$ cat config.mk
export PLATFORM = sky130hd
export DESIGN_NAME = ai_i2s_rx_block
export DESIGN_NICKNAME = d
export VERILOG_FILES = /design/src/rtl/ai_i2s_pkg.sv /design/src/rtl/ai_i2s_bit_deserializer.sv /design/src/rtl/ai_i2s_rx_block.sv
export SDC_FILE = /design/constraint.sdc
export NUM_CORES = 1
export LEC_CHECK = 0
export ABC_CLOCK_PERIOD_IN_PS = 9170
export CELL_PAD_IN_SITES_DETAIL_PLACEMENT = 0
export CELL_PAD_IN_SITES_GLOBAL_PLACEMENT = 1
export CORE_ASPECT_RATIO = 0.6
export CORE_UTILIZATION = 58
export CTS_CLUSTER_SIZE = 40
export DETAILED_ROUTE_END_ITERATION = 6
export PLACE_DENSITY_LB_ADDON = 0.1
export REMOVE_ABC_BUFFERS = 1
export SYNTH_ARGS = -nofsm -noshare
export SYNTH_HDL_FRONTEND = slang
export SYNTH_SLANG_ARGS = --single-unit
$ cat constraint.sdc
create_clock -name clk -period 9.17 [get_ports clk]
set_input_delay 2.2925 -clock clk [delete_from_list [all_inputs] [get_ports clk]]
set_output_delay 2.2925 -clock clk [all_outputs]
set_load 0.005 [all_outputs]
$ cat src/rtl/ai_i2s_pkg.sv
// Shared constants, types and helpers for the I2S receive path.
package ai_i2s_pkg;

   localparam int RES_MIN     = 16;
   localparam int RES_MAX     = 32;
   localparam int RES_DEFAULT = 16;
   localparam int CNT_W       = 6;

   typedef enum logic [1:0] {
      IDLE,
      SYNC,
      RECV
   } rx_state_e;

   typedef struct packed {
      logic               chan;
      logic [RES_MAX-1:0] data;
   } rx_entry_t;

   // Out-of-range resolutions fall back to the 16-bit default.
   function automatic logic [CNT_W-1:0] res_decode(input logic [CNT_W-1:0] res);
      if (res >= CNT_W'(RES_MIN) && res <= CNT_W'(RES_MAX)) begin
         return res;
      end
      return CNT_W'(RES_DEFAULT);
   endfunction

endpackage

$ cat src/rtl/ai_i2s_bit_deserializer.sv
// Qualified SCK edge detect, WS framing FSM and MSB-first sample assembly.
module ai_i2s_bit_deserializer
   import ai_i2s_pkg::*;
(
   input  logic               clk,
   input  logic               rst,
   input  logic               rx_en_i,
   input  logic [CNT_W-1:0]   resolution_i,
   input  logic               rswap_i,
   input  logic               clk_en_i,
   input  logic               sck_i,
   input  logic               ws_i,
   input  logic               sd_i,
   output logic               word_valid_o,
   output logic [RES_MAX-1:0] word_o,
   output logic               chan_o,
   output logic               frame_err_o
);

   rx_state_e          state_q;
   logic               sck_q;
   logic               ws_prev_q;
   logic               chan_q;
   logic [CNT_W-1:0]   cnt_q, cnt_d;
   logic [CNT_W-1:0]   res_q, res_eff;
   logic [RES_MAX-1:0] shift_q, shift_d;
   logic               bit_stb;

   assign bit_stb = clk_en_i & sck_i & ~sck_q;

   // The first bit of a channel uses the live resolution; later bits use the latched copy.
   always_comb begin
      res_eff = (cnt_q == '0) ? res_decode(resolution_i) : res_q;
      cnt_d   = (cnt_q == CNT_W'(RES_MAX)) ? cnt_q : cnt_q + CNT_W'(1);
      shift_d = (cnt_q < res_eff) ? {shift_q[RES_MAX-2:0], sd_i} : shift_q;
   end

   // NOTE: every register here uses <= so all of them sample pre-edge values; = is only for always_comb.
   always_ff @(posedge clk) begin
      if (rst) begin
         state_q      <= IDLE;
         sck_q        <= 1'b0;
         ws_prev_q    <= 1'b0;
         chan_q       <= 1'b0;
         cnt_q        <= '0;
         res_q        <= CNT_W'(RES_DEFAULT);
         shift_q      <= '0;
         word_valid_o <= 1'b0;
         word_o       <= '0;
         chan_o       <= 1'b0;
         frame_err_o  <= 1'b0;
      end else begin
         sck_q        <= sck_i;
         word_valid_o <= 1'b0;
         frame_err_o  <= 1'b0;
         if (!rx_en_i) begin
            state_q <= IDLE;
            cnt_q   <= '0;
            shift_q <= '0;
         end else if (bit_stb) begin
            ws_prev_q <= ws_i;
            case (state_q)
               IDLE: state_q <= SYNC;
               SYNC: begin
                  if (ws_i != ws_prev_q) begin
                     state_q <= RECV;
                     chan_q  <= ws_i ^ rswap_i;
                     cnt_q   <= '0;
                     shift_q <= '0;
                  end
               end
               RECV: begin
                  if (cnt_q == '0) begin
                     res_q <= res_decode(resolution_i);
                  end
                  if (ws_i != ws_prev_q) begin
                     // This edge carries the last bit of the outgoing channel.
                     if (cnt_d >= res_eff) begin
                        word_valid_o <= 1'b1;
                        word_o       <= shift_d;
                        chan_o       <= chan_q;
                     end else begin
                        frame_err_o <= 1'b1;
                     end
                     chan_q  <= ws_i ^ rswap_i;
                     cnt_q   <= '0;
                     shift_q <= '0;
                  end else begin
                     cnt_q   <= cnt_d;
                     shift_q <= shift_d;
                  end
               end
               default: state_q <= IDLE;
            endcase
         end
      end
   end

endmodule

$ cat src/rtl/ai_i2s_rx_block.sv
// I2S receiver: bit deserializer feeding a show-ahead sample FIFO with sticky error flags.
module ai_i2s_rx_block
   import ai_i2s_pkg::*;
#(
   parameter int DATA_WIDTH = 32,
   parameter int FIFO_DEPTH = 16
) (
   input  logic                  clk,
   input  logic                  rst,
   input  logic                  rx_en,
   input  logic [5:0]            resolution,
   input  logic                  rswap,
   input  logic                  clk_en,
   input  logic                  sck,
   input  logic                  ws,
   input  logic                  sd,
   input  logic                  rd_en,
   output logic [DATA_WIDTH-1:0] rd_data,
   output logic                  rd_chan,
   output logic                  fifo_empty,
   output logic                  fifo_full,
   output logic                  overflow,
   output logic                  frame_err,
   input  logic                  err_clr
);

   localparam int              PTR_W     = $clog2(FIFO_DEPTH);
   localparam logic [PTR_W:0]  DEPTH_CNT = (PTR_W + 1)'(FIFO_DEPTH);

   logic               word_valid;
   logic               word_chan;
   logic [RES_MAX-1:0] word;
   logic               ferr_pulse;

   rx_entry_t          mem_q [FIFO_DEPTH];
   rx_entry_t          head;
   logic [PTR_W-1:0]   wr_ptr_q, wr_ptr_d;
   logic [PTR_W-1:0]   rd_ptr_q, rd_ptr_d;
   logic [PTR_W:0]     count_q, count_d;
   logic               overflow_q, overflow_d;
   logic               frame_err_q, frame_err_d;
   logic               empty, full, do_push, do_pop;

   ai_i2s_bit_deserializer u_deser (
      .clk          (clk),
      .rst          (rst),
      .rx_en_i      (rx_en),
      .resolution_i (resolution),
      .rswap_i      (rswap),
      .clk_en_i     (clk_en),
      .sck_i        (sck),
      .ws_i         (ws),
      .sd_i         (sd),
      .word_valid_o (word_valid),
      .word_o       (word),
      .chan_o       (word_chan),
      .frame_err_o  (ferr_pulse)
   );

   // A push into a full FIFO survives only when a pop frees the head in the same cycle.
   // NOTE: count_d gets its hold value first so no path leaves it unassigned and no latch is inferred.
   always_comb begin
      empty    = (count_q == '0);
      full     = (count_q == DEPTH_CNT);
      do_pop   = rd_en & ~empty;
      do_push  = word_valid & (~full | rd_en);
      wr_ptr_d = do_push ? wr_ptr_q + PTR_W'(1) : wr_ptr_q;
      rd_ptr_d = do_pop ? rd_ptr_q + PTR_W'(1) : rd_ptr_q;
      count_d  = count_q;
      if (do_push && !do_pop) begin
         count_d = count_q + (PTR_W + 1)'(1);
      end else if (!do_push && do_pop) begin
         count_d = count_q - (PTR_W + 1)'(1);
      end
      overflow_d  = (word_valid & full & ~rd_en) | (overflow_q & ~err_clr);
      frame_err_d = ferr_pulse | (frame_err_q & ~err_clr);
   end

   always_ff @(posedge clk) begin
      if (rst) begin
         wr_ptr_q    <= '0;
         rd_ptr_q    <= '0;
         count_q     <= '0;
         overflow_q  <= 1'b0;
         frame_err_q <= 1'b0;
      end else begin
         wr_ptr_q    <= wr_ptr_d;
         rd_ptr_q    <= rd_ptr_d;
         count_q     <= count_d;
         overflow_q  <= overflow_d;
         frame_err_q <= frame_err_d;
      end
   end

   // NOTE: storage is deliberately not reset; the cleared count marks every entry invalid.
   always_ff @(posedge clk) begin
      if (do_push) begin
         mem_q[wr_ptr_q] <= {word_chan, word};
      end
   end

   assign head       = mem_q[rd_ptr_q];
   assign rd_data    = empty ? '0 : DATA_WIDTH'(head.data);
   assign rd_chan    = empty ? 1'b0 : head.chan;
   assign fifo_empty = empty;
   assign fifo_full  = full;
   assign overflow   = overflow_q;
   assign frame_err  = frame_err_q;

endmodule

Word-level counts from Yosys, hierarchy flattened:

Memory sizes are Yosys's and may differ from the RTL's. A register that Yosys moved wholly into a read port is not among the register bits.
Cells that the tools add are included.

* reductions and logical operators: 19
* $lt $le $gt $ge: 4
* bitwise logic cells: 21
* add/subtract/negate cells: 5
* multiplexer cells: 30
* eq/ne operators: 6

Operators by type and width (number)
* $mux W32: 4
* $pmux W32 S2: 1
* $mux W6: 7
* $pmux W6 S2: 1
* $mux W1: 11
* $mux W5: 2
* $not A1 Y1: 9
* $add A4 B1 Y4 const B: 2
* $and A1 B1 Y1: 8
* $mux W4: 2
* $reduce_and A4 Y1: 2
* $add A6 B1 Y6 const B: 1
* $eq A6 B6 Y1 const B: 1
* $ge A6 B5 Y1 const B: 1
* $ge A6 B6 Y1: 1
* $le A6 B6 Y1 const B: 1
* $logic_not A6 Y1: 1
* $lt A6 B6 Y1: 1
* $pmux W2 S3: 1
* $reduce_and A3 Y1: 2
* $add A5 B1 Y5 const B: 1
* $eq A5 B5 Y1 const B: 1
* $logic_not A5 Y1: 1
* $reduce_and A5 Y1: 1
* other kinds (15): 22

* input bits: 16
* flip-flop bits (word level): 99
* memories kept: 1
* bits in writable memories: 528
* logic and storage cells: 102
* output and inout port bits: 37

Memory list
* mem_q: depth 16, bits a word 33, rd ports 1, clocked after memory_dff 1, write ports 1, RTL line ai_i2s_rx_block.sv:35 `rx_entry_t mem_q [FIFO_DEPTH];`

Depth between registers and ports, before layout:

Gate-level depths: netlist (run 1).

* word-level depth: 9
* mapped depth: 17
* mapped depth without buffers: 14

By module:

Synthesis (run 1) repeated with hierarchy kept, for this count alone.

* cell total of the unflattened synthesis: 1350
* area total of the unflattened synthesis: 24960.2 sq um

Modules (own cells, without submodules)
* ai_i2s_rx_block: area each 21060.2 sq um, cells an instance 924, seq. area each 16235.6 sq um, times used 1
* ai_i2s_bit_deserializer: area each 3900.0 sq um, cells an instance 426, seq. area each 1681.6 sq um, times used 1

Worst setup path after synthesis (run 1):

OpenSTA, ideal clock, no wires.

* path kind: input-to-reg
* from: input rd_en
* to: memory mem_q[3][0] (netlist name) (enable)
* path slack: 3548 ps
* path buffers: 1
* stages: 5
* data required time: 8706 ps
* arrival time: 5158 ps
* setup time: 464 ps
* path through: nor2_1 > nor2b_1 > clkbuf_1 > nand2_1 > nor3_1

* cells in the longest elaborated chain, start to end: 4

Ends and longest elaborated chain
* start, declared: RTL line ai_i2s_rx_block.sv:17 `input logic rd_en,`
* $or A1 B1 Y1: RTL line ai_i2s_rx_block.sv:66 `do_push = word_valid & (~full | rd_en);`
* $and A1 B1 Y1: RTL line ai_i2s_rx_block.sv:66
* via do_push: RTL line ai_i2s_rx_block.sv:42 `logic empty, full, do_push, do_pop;`
* $mux W1: RTL line ai_i2s_rx_block.sv:97 `if (do_push) begin`
* $mux W1 (implied by the code): RTL line ai_i2s_rx_block.sv:98 `mem_q[wr_ptr_q] <= {word_chan, word};`
* end, declared: RTL line ai_i2s_rx_block.sv:35

The timed path passes the listed nets, and every way through them passes these cells.

==> impl_metrics.py, run 1 <==
metrics = {
    "status": {
        "status": "completed",
    },
    "grt": {
        "antenna_found_initial": 0,
        "grt_pass1_wl_um": 81100,
        "grtUsageTotal": 0.249,
        "grt_pass1_vias": 12700,
        "grt_max_degree": 95,
        "overflow": 0,
    },
    "critical_path": {
        "crit_path_max_fanout": 41,
        "path_delay_family": "buffers and inverters",
        "worstSetupEndpoint": "rd_data[1]",
        "worst-setup-path-type": "flop to primary output",
        "critPathCaptureType": "primary output",
        "slowest_delay_ns": 0.86,
        "timing.critical_path.from_type": "flop",
        "path_buf_inv": 2,
        "worstReg2RegEnd": "u_deser.shift_q[6]",
        "arrival_ns": 4.00,
        "cp.required_ns": 6.88,
        "path_depth": 5,
        "slowest_stage": "dfxtp_4",
        "regToRegSetupSlack_ns": 4.62,
        "worstReg2RegStart": "u_deser.cnt_q[0]",
        "crit_chain": "buf_4 -> mux4_2 -> mux4_2 -> nor2b_1 -> clkdlybuf4s50_1",
        "path_common_cell": "mux4_2",
        "worst_r2r_path_depth": 14,
    },
    "pwr": {
        "peakVddDrop_uv": 223,
        "p_per_area_mw_per_mm2": 237,
        "finalPower_mw": 6.71,
        "p_leak_nw": 7.35,
    },
    "yosys": {
        "avgSynthCellArea_sq_um": 18.0,
        "synthCells": 1402,
        "synth_top_family_by_area": "multiplexers",
        "synth_compound_area_frac": 0.0397,
        "synth_commonest_cells": "edfxtp_1, mux4_2, nand2_1",
        "ys.flop_type": "edfxtp_1",
        "synth_edf_count": 528,
        "yosys.area_share.simple": 0.0614,
        "yosysMostFrequentCell": "edfxtp_1",
        "synthXorXnorAreaFrac": 0.00521,
        "ys_seq_elements": 631,
        "synthAdderAreaFrac": 0.0122,
        "synth.top_cell.area_share": 0.628,
        "synth_largest_area_cell": "edfxtp_1",
        "synth-async-reset-ratio": 0,
        "ys_seq_area_frac": 0.710,
        "yosys_warnings": 0,
        "synth_area_sq_mm": 0.0252,
        "synth_cell_types": 50,
        "synthMuxAreaShare": 0.154,
        "yosys-top-cells-area": "edfxtp_1, mux4_2, dfxtp_1, a311oi_2, nand2_1",
    },
    "timing": {
        "drv_slew": 0,
        "setup_viol_count_final": 0,
        "setup-tns-final_ns": 0,
        "rsz0062_at_grt": "no",
        "tightest_slew_ns": 1.17,
        "hold_ws_ns": 0.441,
        "maxSlewHeadroom": 0.218,
        "fmax_mhz": 159,
        "finalCritPeriodShare": 0.687,
        "hold_viol": 0,
        "fin_worst_skew_ns": 0.0287,
        "final.min_clock_period_ns": 6.30,
    },
    "final_layout": {
        "n_antenna_cell": 0,
        "drive_gt1_frac": 0.224,
        "synthToLayoutAreaGrowth_pct": 12.1,
        "nFillCells": 2814,
        "nNetsFinal": 1488,
    },
    "cts": {
        "cts_made_buffers": 55,
        "clkSinkCount": 631,
        "insertion_delay_ns": 0.60,
        "ctsRootBufferMaster": "clkbuf_16",
        "cts_resized": 0,
        "cts_tree": "yes",
        "clk_path_buf_depth": 3,
        "clk_pin_slew_worst_paths_ns": 0.06,
        "cts_hold_buffers": 0,
        "h-tree-depth": 2,
        "cts_setup_buffers": 0,
    },
    "hold_path": {
        "hold_path.class": "flop to flop",
    },
    "floorplan": {
        "ios": 53,
        "die-area_sq_mm": 0.0444,
        "rows": 58,
        "core-area_sq_mm": 0.0424,
        "fp.dieW_um": 271,
        "die_y_um": 164,
        "start_util": 0.596,
    },
    "detailed_routing": {
        "viasPerCell": 6.31,
        "vias": 13000,
        "drtPass1Iterations": 7,
        "drt_iter0_markers": 1576,
        "drc": 0,
        "wl_per_cell_um": 26.0,
        "drtAntennaViolNets": 0,
        "wl_um": 53600,
    },
    "placed_design": {
        "portBuffers": 52,
        "globalplace.congestion": 0.781,
        "dp_hpwl_um": 29500,
    },
    "job": {
        "max_cap_viol_count": 0,
    },
}
-- worst min path at each step --
stage / from / to / cells after the start
after floorplan: u_deser.frame_err_o / frame_err / 2
after global placement: u_deser.frame_err_o / frame_err / 2
after detailed placement: u_deser.frame_err_o / frame_err / 2
after CTS: u_deser.frame_err_o / frame_err / 2
after global routing: u_deser.frame_err_o / frame_err / 2
final: u_deser.frame_err_o / frame_err / 2
-- cell families (layout without fill, tap and decap cells) --
| kind of cell | Yosys count | after routing |
|---|---|---|
| adders and majority gates | 24 | 24 |
| AOI/OAI and AO/OA | 107 | 107 |
| muxes | 181 | 181 |
| xor gates and xnor gates | 15 | 15 |
| DFF | 631 | 631 |
| and+or+nand+nor | 338 | 338 |
| buffers and inverters | 106 | 194 |
-- sequential cells by signal (all words and copies together) (netlist names), named ones only --
| name | cells |
|---|---|
| mem_q | 528 |
| u_deser.cnt_q | 6 |
| rd_ptr_q | 4 |
| count_q | 5 |
| wr_ptr_q | 4 |
| u_deser.sck_q | 1 |
| u_deser.chan_o | 1 |
| u_deser.frame_err_o | 1 |
| u_deser.ws_prev_q | 1 |
| u_deser.state_q | 2 |
| u_deser.word_valid_o | 1 |
| overflow | 1 |
| frame_err | 1 |
| u_deser.shift_q | 32 |
| u_deser.chan_q | 1 |
| u_deser.res_q | 6 |
| u_deser.word_o | 32 |
-- cell type report --
cell class	instances	area, sq um	area share
clock buffer	67	1460	0.0517
timing repair buffer	82	756	0.0267
sequential	631	17900	0.633
tap	570	713	0.0252
multi-input combinational	665	7020	0.248
inverter	13	48.8	0.00172
clock inverter	32	373	0.0132
-- placed cells by master (no fill, tap or decap), types with 5 or more instances in the layout --
cell / Yosys / layout
a21oi_1: 17 / 16
a22oi_1: 5 / 5
a311oi_2: 29 / 29
buf_4: 2 / 30
bufinv_16: 0 / 8
clkbuf_1: 62 / 9
clkbuf_16: 0 / 56
clkdlybuf4s50_1: 0 / 51
clkinv_1: 0 / 11
clkinv_2: 0 / 6
dfxtp_1: 103 / 99
edfxtp_1: 528 / 528
ha_1: 23 / 23
inv_1: 13 / 13
mux2i_1: 13 / 13
mux4_2: 165 / 165
nand2_1: 109 / 109
nand3_1: 70 / 70
nor2_1: 87 / 74
nor2_4: 0 / 13
nor2b_1: 39 / 38
o21ai_0: 8 / 8
o221ai_1: 30 / 30
xnor2_1: 9 / 9
xor2_1: 6 / 6
-- per-layer routing --
layer  vias up  share of wire  routed length (um)  track usage
met5         -              0                   0            0
met3        61          0.082                4390       0.0469
met2       492           0.44               23500        0.361
li1       5684              -                   -            -
met1      6766           0.47               25000        0.399
met4         0          0.014                 724       0.0465
-- report_power, final --
group	total [mW]	switching [mW]	internal [mW]	leakage, nW
clock	2.37	1.01	1.36	0.885
combinational	1.18	0.530	0.647	1.78
sequential	3.16	0.0815	3.08	4.69
total	6.71	1.62	5.08	7.35
-- stage by stage --
step | instance area, sq um | std cells | util | setup WS, ns
after global placement | 26500 | 1961 | 0.624 | 2.97
after global routing | 28300 | 2060 | 0.668 | 2.58
after detailed placement | 26500 | 1961 | 0.624 | 2.92
after CTS | 28300 | 2060 | 0.668 | 2.72
final | 28300 | 2060 | 0.668 | 2.87
after floorplan | 24800 | 1309 | - | 0.168
-- tightest hold or removal path: stages (launching register included) --
cell and delay (ns):
dfxtp_1 0.31, a21oi_1 0.04, nor2_1 0.07
No activity file was read; power rests on OpenSTA's default activity.
==> inputs of run 2 (changes only) <==
--- a/config.mk
+++ b/config.mk
@@ -5,11 +5,11 @@
 export SDC_FILE = /design/constraint.sdc
 export NUM_CORES = 1
 export LEC_CHECK = 0
-export ABC_CLOCK_PERIOD_IN_PS = 9170
+export ABC_CLOCK_PERIOD_IN_PS = 6300
 export CELL_PAD_IN_SITES_DETAIL_PLACEMENT = 0
 export CELL_PAD_IN_SITES_GLOBAL_PLACEMENT = 1
 export CORE_ASPECT_RATIO = 0.6
-export CORE_UTILIZATION = 58
+export CORE_UTILIZATION = 54
 export CTS_CLUSTER_SIZE = 40
 export DETAILED_ROUTE_END_ITERATION = 6
 export PLACE_DENSITY_LB_ADDON = 0.1
==> constraint.sdc (replaced) <==
create_clock -name clk -period 6.3 [get_ports clk]
set_input_delay 1.575 -clock clk [delete_from_list [all_inputs] [get_ports clk]]
set_output_delay 1.575 -clock clk [all_outputs]
set_load 0.005 [all_outputs]
==> impl_metrics.py, run 2 (synthesis gave the netlist of run 1 again) <==
metrics = {
    "status": {
        "status": "completed",
    },
    "grt": {
        "grt_pass1_wl_um": 82800,
        "overflow": 0,
        "grt_max_degree": 65,
        "antenna_found_initial": 0,
        "grtUsageTotal": 0.239,
        "grt_pass1_vias": 12800,
    },
    "floorplan": {
        "rows": 60,
        "die_y_um": 169,
        "start_util": 0.556,
        "ios": 53,
        "die-area_sq_mm": 0.0476,
        "core-area_sq_mm": 0.0454,
        "fp.dieW_um": 281,
    },
    "final_layout": {
        "largest_register_ff_count": 528,
        "final_common_cell": "edfxtp_1",
        "nFillCells": 3197,
        "n_antenna_cell": 0,
        "most-common-layout-cells": "edfxtp_1, mux4_2, nand2_1",
        "regMostFlops": "mem_q",
        "largestRegisters": "mem_q x528, u_deser.shift_q x32, u_deser.word_o x32",
        "nNetsFinal": 1496,
        "drive_gt1_frac": 0.226,
        "postLayoutCoreUtil": 0.625,
        "synthToLayoutAreaGrowth_pct": 12.4,
    },
    "cts": {
        "cts_hold_buffers": 0,
        "clkSinkCount": 631,
        "clk_path_buf_depth": 3,
        "ctsRootBufferMaster": "clkbuf_16",
        "cts_setup_buffers": 0,
        "insertion_delay_ns": 0.60,
        "cts_tree": "yes",
        "cts_resized": 0,
        "cts_made_buffers": 56,
        "h-tree-depth": 2,
        "clk_pin_slew_worst_paths_ns": 0.06,
    },
    "pwr": {
        "p_switching_mw": 2.38,
        "p_per_area_mw_per_mm2": 341,
        "combPwrFrac": 0.176,
        "pwr-share-seq": 0.476,
        "internal-power_mw": 7.29,
        "peakVddDrop_uv": 242,
        "p_leak_nw": 7.19,
        "swShare": 0.246,
        "clock_power_share": 0.348,
    },
    "critical_path": {
        "worst-setup-path-type": "flop to primary output",
        "crit_path_max_fanout": 31,
        "arrival_ns": 3.60,
        "crit_chain": "buf_4 -> mux4_2 -> mux4_2 -> nor2b_1 -> clkdlybuf4s50_1",
        "path_delay_family": "multiplexers",
        "slowest_delay_ns": 0.79,
        "timing.critical_path.from_type": "flop",
        "critPathCaptureType": "primary output",
        "path_buf_inv": 2,
        "cp.required_ns": 4.72,
        "path_common_cell": "mux4_2",
        "slowest_stage": "dfxtp_4",
    },
    "placed_design": {
        "post-place-ws_ns": 1.44,
        "portBuffers": 52,
        "globalplace.congestion": 0.803,
        "dp_hpwl_um": 31100,
    },
    "timing": {
        "setup_viol_count_final": 0,
        "rsz0062_at_grt": "no",
        "final.min_clock_period_ns": 5.18,
        "hold_viol": 0,
        "fmax_mhz": 193,
        "maxSlewHeadroom": 0.222,
        "fin_worst_skew_ns": 0.0262,
        "setup_ws_ns": 1.12,
        "tightest_slew_ns": 1.16,
        "finalCritPeriodShare": 0.822,
        "drv_slew": 0,
    },
    "job": {
        "max_cap_viol_count": 0,
    },
    "detailed_routing": {
        "wl_per_cell_um": 26.1,
        "drc": 0,
        "drtPass1Iterations": 4,
        "drt_iter0_markers": 1301,
        "wl_um": 55400,
        "drtAntennaViolNets": 0,
        "viasPerCell": 6.16,
        "vias": 13100,
    },
    "hold_path": {
        "hold_path.class": "flop to flop",
    },
}
-- run 2: worst paths after layout --
check                  endpoint                 from  slack, ns  cells after the start
min reg2reg           frame_err  u_deser.frame_err_o       0.45                      2
min                   frame_err  u_deser.frame_err_o       0.45                      2
max                 rd_data[26]                 flop       1.12                      5
max reg2reg  u_deser.shift_q[2]     u_deser.cnt_q[0]       2.22                     12
-- run 2: metrics by stage --
stage | total power [mW] | cells | setup TNS (ns) | cell area, sq um | hold WS (ns)
after global routing | 10.0 | 2120 | 0 | 28400 | 0.471
after global placement | 6.42 | 2018 | 0 | 26600 | 0.436
after CTS | 9.77 | 2120 | 0 | 28400 | 0.460
after floorplan | 5.55 | 1309 | -71.84 | 24800 | 0.413
after detailed placement | 6.43 | 2018 | 0 | 26600 | 0.445
final | 9.67 | 2120 | 0 | 28400 | 0.454
-- run 2: layout make-up --
cell class	count	area (sq um)	area share
multi-input combinational	665	7020	0.247
clock buffer	68	1450	0.0510
timing repair buffer	89	831	0.0293
sequential	631	17900	0.632
inverter	13	48.8	0.00172
tap	620	776	0.0273
clock inverter	34	328	0.0116
-- run 2: worst register-to-register path, cell delays in order (launching register included) --
cell	delay, ns
dfxtp_1	0.43
inv_1	0.13
ha_1	0.14
nor4b_2	0.27
and2b_1	0.46
mux2i_1	0.32
ha_1	0.30
a21oi_1	0.20
a21oi_1	0.11
a211oi_2	0.33
o21ai_4	0.10
nand2_1	0.84
o221ai_1	0.27
-- run 2: power by group through the flow --
stage / clock network [mW] / registers [mW] / logic, mW
floorplan: 0 / 4.82 / 0.729
global placement: 0 / 4.69 / 1.73
detailed placement: 0 / 4.69 / 1.74
CTS: 3.42 / 4.60 / 1.75
global route: 3.57 / 4.61 / 1.85
finish: 3.36 / 4.60 / 1.70
-- run 2: layer usage --
layer  up-vias  track usage  share of wire  wire (um)
met3        66       0.0406          0.069       3840
li1       5715            -              -          -
met2       464        0.364           0.45      25100
met4         0       0.0397          0.014        751
met1      6807        0.372           0.46      25700
met5         -            0              0          0
==> inputs of run 3 (changes only) <==
--- a/config.mk
+++ b/config.mk
@@ -5,11 +5,11 @@
 export SDC_FILE = /design/constraint.sdc
 export NUM_CORES = 1
 export LEC_CHECK = 0
-export ABC_CLOCK_PERIOD_IN_PS = 6300
+export ABC_CLOCK_PERIOD_IN_PS = 4600
 export CELL_PAD_IN_SITES_DETAIL_PLACEMENT = 0
 export CELL_PAD_IN_SITES_GLOBAL_PLACEMENT = 1
 export CORE_ASPECT_RATIO = 0.6
-export CORE_UTILIZATION = 54
+export CORE_UTILIZATION = 49
 export CTS_CLUSTER_SIZE = 40
 export DETAILED_ROUTE_END_ITERATION = 6
 export PLACE_DENSITY_LB_ADDON = 0.1
==> constraint.sdc (replaced) <==
create_clock -name clk -period 4.6 [get_ports clk]
set_input_delay 1.15 -clock clk [delete_from_list [all_inputs] [get_ports clk]]
set_output_delay 1.15 -clock clk [all_outputs]
set_load 0.005 [all_outputs]
==> impl_metrics.py, run 3 (synthesis gave the netlist of run 1 again) <==
metrics = {
    "status": {
        "status": "completed",
    },
    "pwr": {
        "p_per_area_mw_per_mm2": 478,
        "finalPower_mw": 13.8,
        "p_leak_nw": 7.58,
        "peakVddDrop_uv": 331,
    },
    "final_layout": {
        "largestRegisters": "mem_q x528, u_deser.shift_q x32, u_deser.word_o x32",
        "synthToLayoutAreaGrowth_pct": 14.7,
        "nNetsFinal": 1505,
        "nFillCells": 3927,
        "drive_gt1_frac": 0.238,
        "most-common-layout-cells": "edfxtp_1, mux4_2, nand2_1",
        "largest_register_ff_count": 528,
        "final_area_sq_mm": 0.0290,
        "final_common_cell": "edfxtp_1",
        "regMostFlops": "mem_q",
        "n_antenna_cell": 0,
        "postLayoutCoreUtil": 0.568,
    },
    "cts": {
        "cts_tree": "yes",
        "ctsRootBufferMaster": "clkbuf_16",
        "clkSinkCount": 631,
        "cts_made_buffers": 56,
        "h-tree-depth": 2,
        "clk_path_buf_depth": 3,
        "cts_hold_buffers": 0,
        "clk_pin_slew_worst_paths_ns": 0.06,
        "insertion_delay_ns": 0.60,
    },
    "floorplan": {
        "fp.dieW_um": 295,
        "ios": 53,
        "die_y_um": 178,
        "core-area_sq_mm": 0.0509,
        "die-area_sq_mm": 0.0525,
        "start_util": 0.496,
        "rows": 64,
    },
    "critical_path": {
        "cp.required_ns": 3.45,
        "crit_path_max_fanout": 13,
        "arrival_ns": 3.12,
        "timing.critical_path.from_type": "flop",
        "critPathCaptureType": "primary output",
        "worst-setup-path-type": "flop to primary output",
        "regToRegSetupSlack_ns": 1.06,
    },
    "timing": {
        "fin_worst_skew_ns": 0.0310,
        "maxSlewHeadroom": 0.387,
        "finalCritPeriodShare": 0.929,
        "final.min_clock_period_ns": 4.27,
        "rsz0062_at_grt": "no",
        "setup_ws_ns": 0.329,
        "setup_viol_count_final": 0,
        "drv_slew": 0,
        "tightest_slew_ns": 0.919,
        "fmax_mhz": 234,
        "setup-tns-final_ns": 0,
        "hold_viol": 0,
    },
    "detailed_routing": {
        "drtPass1Iterations": 5,
        "drtAntennaViolNets": 0,
        "drc": 0,
        "wl_per_cell_um": 25.7,
        "vias": 13000,
        "wl_um": 56800,
        "drt_iter0_markers": 1342,
        "viasPerCell": 5.88,
    },
    "grt": {
        "antenna_found_initial": 0,
        "grtUsageTotal": 0.222,
        "grt_pass1_vias": 12800,
        "overflow": 0,
        "grt_pass1_wl_um": 84600,
        "grt_max_degree": 68,
    },
    "placed_design": {
        "portBuffers": 52,
        "dp_hpwl_um": 30400,
        "place_area_sq_mm": 0.0269,
        "post-place-ws_ns": 0.582,
        "globalplace.congestion": 0.734,
    },
    "hold_path": {
        "hold_path.class": "flop to flop",
    },
    "job": {
        "max_cap_viol_count": 0,
    },
}
[run 3: final timing paths]
check                                          start           to  cells past startpoint
worst min register to register  u_deser.word_valid_o     overflow                      2
worst min-delay path            u_deser.word_valid_o     overflow                      2
worst max-delay path                            flop  rd_data[28]                      6
worst max register to register            count_q[0]   count_q[4]                     11
[run 3: repair_timing]
item / 4_1_cts / 5_1_grt
setup endpoints to repair: 1 / 0
resized for setup: 0 / 0
buffers inserted: 4 / 0
[run 3: worst max-delay path, stage by stage (launching register included)]
cell             delay [ns]
dfxtp_4                0.36
buf_4                  0.19
buf_4                  0.32
mux4_2                 0.56
mux4_2                 0.51
nor2b_1                0.15
clkdlybuf4s50_1        0.44
[run 3: layer usage]
metal	up-vias	wire length, um	global-route usage
li1	5727	-	-
met1	6866	27300	0.341
met2	318	25700	0.337
met3	68	2960	0.0373
met4	0	851	0.0417
met5	-	0	0
[run 3: power breakdown]
group	internal (mW)	total, mW	switching (mW)	leakage, nW
combinational	1.40	2.63	1.24	1.91
clock	2.97	5.03	2.06	0.981
sequential	6.14	6.18	0.0398	4.69
[run 3: stage by stage]
stage | hold WS, ns | std cells
floorplan | 0.413 | 1309
CTS | 0.493 | 2206
detailed placement | 0.475 | 2096
finish | 0.490 | 2206
global route | 0.527 | 2206
global placement | 0.469 | 2096
[run 3: area by class of cell]
| class | count | area [sq um] | area share |
|---|---|---|---|
| Sequential cell | 631 | 17900 | 0.619 |
| Multi-Input combinational cell | 665 | 7020 | 0.242 |
| Clock buffer | 72 | 1570 | 0.0544 |
| Timing Repair Buffer | 98 | 1090 | 0.0376 |
| Tap cell | 693 | 867 | 0.0299 |
| Clock inverter | 34 | 425 | 0.0147 |
| Inverter | 13 | 48.8 | 0.00169 |
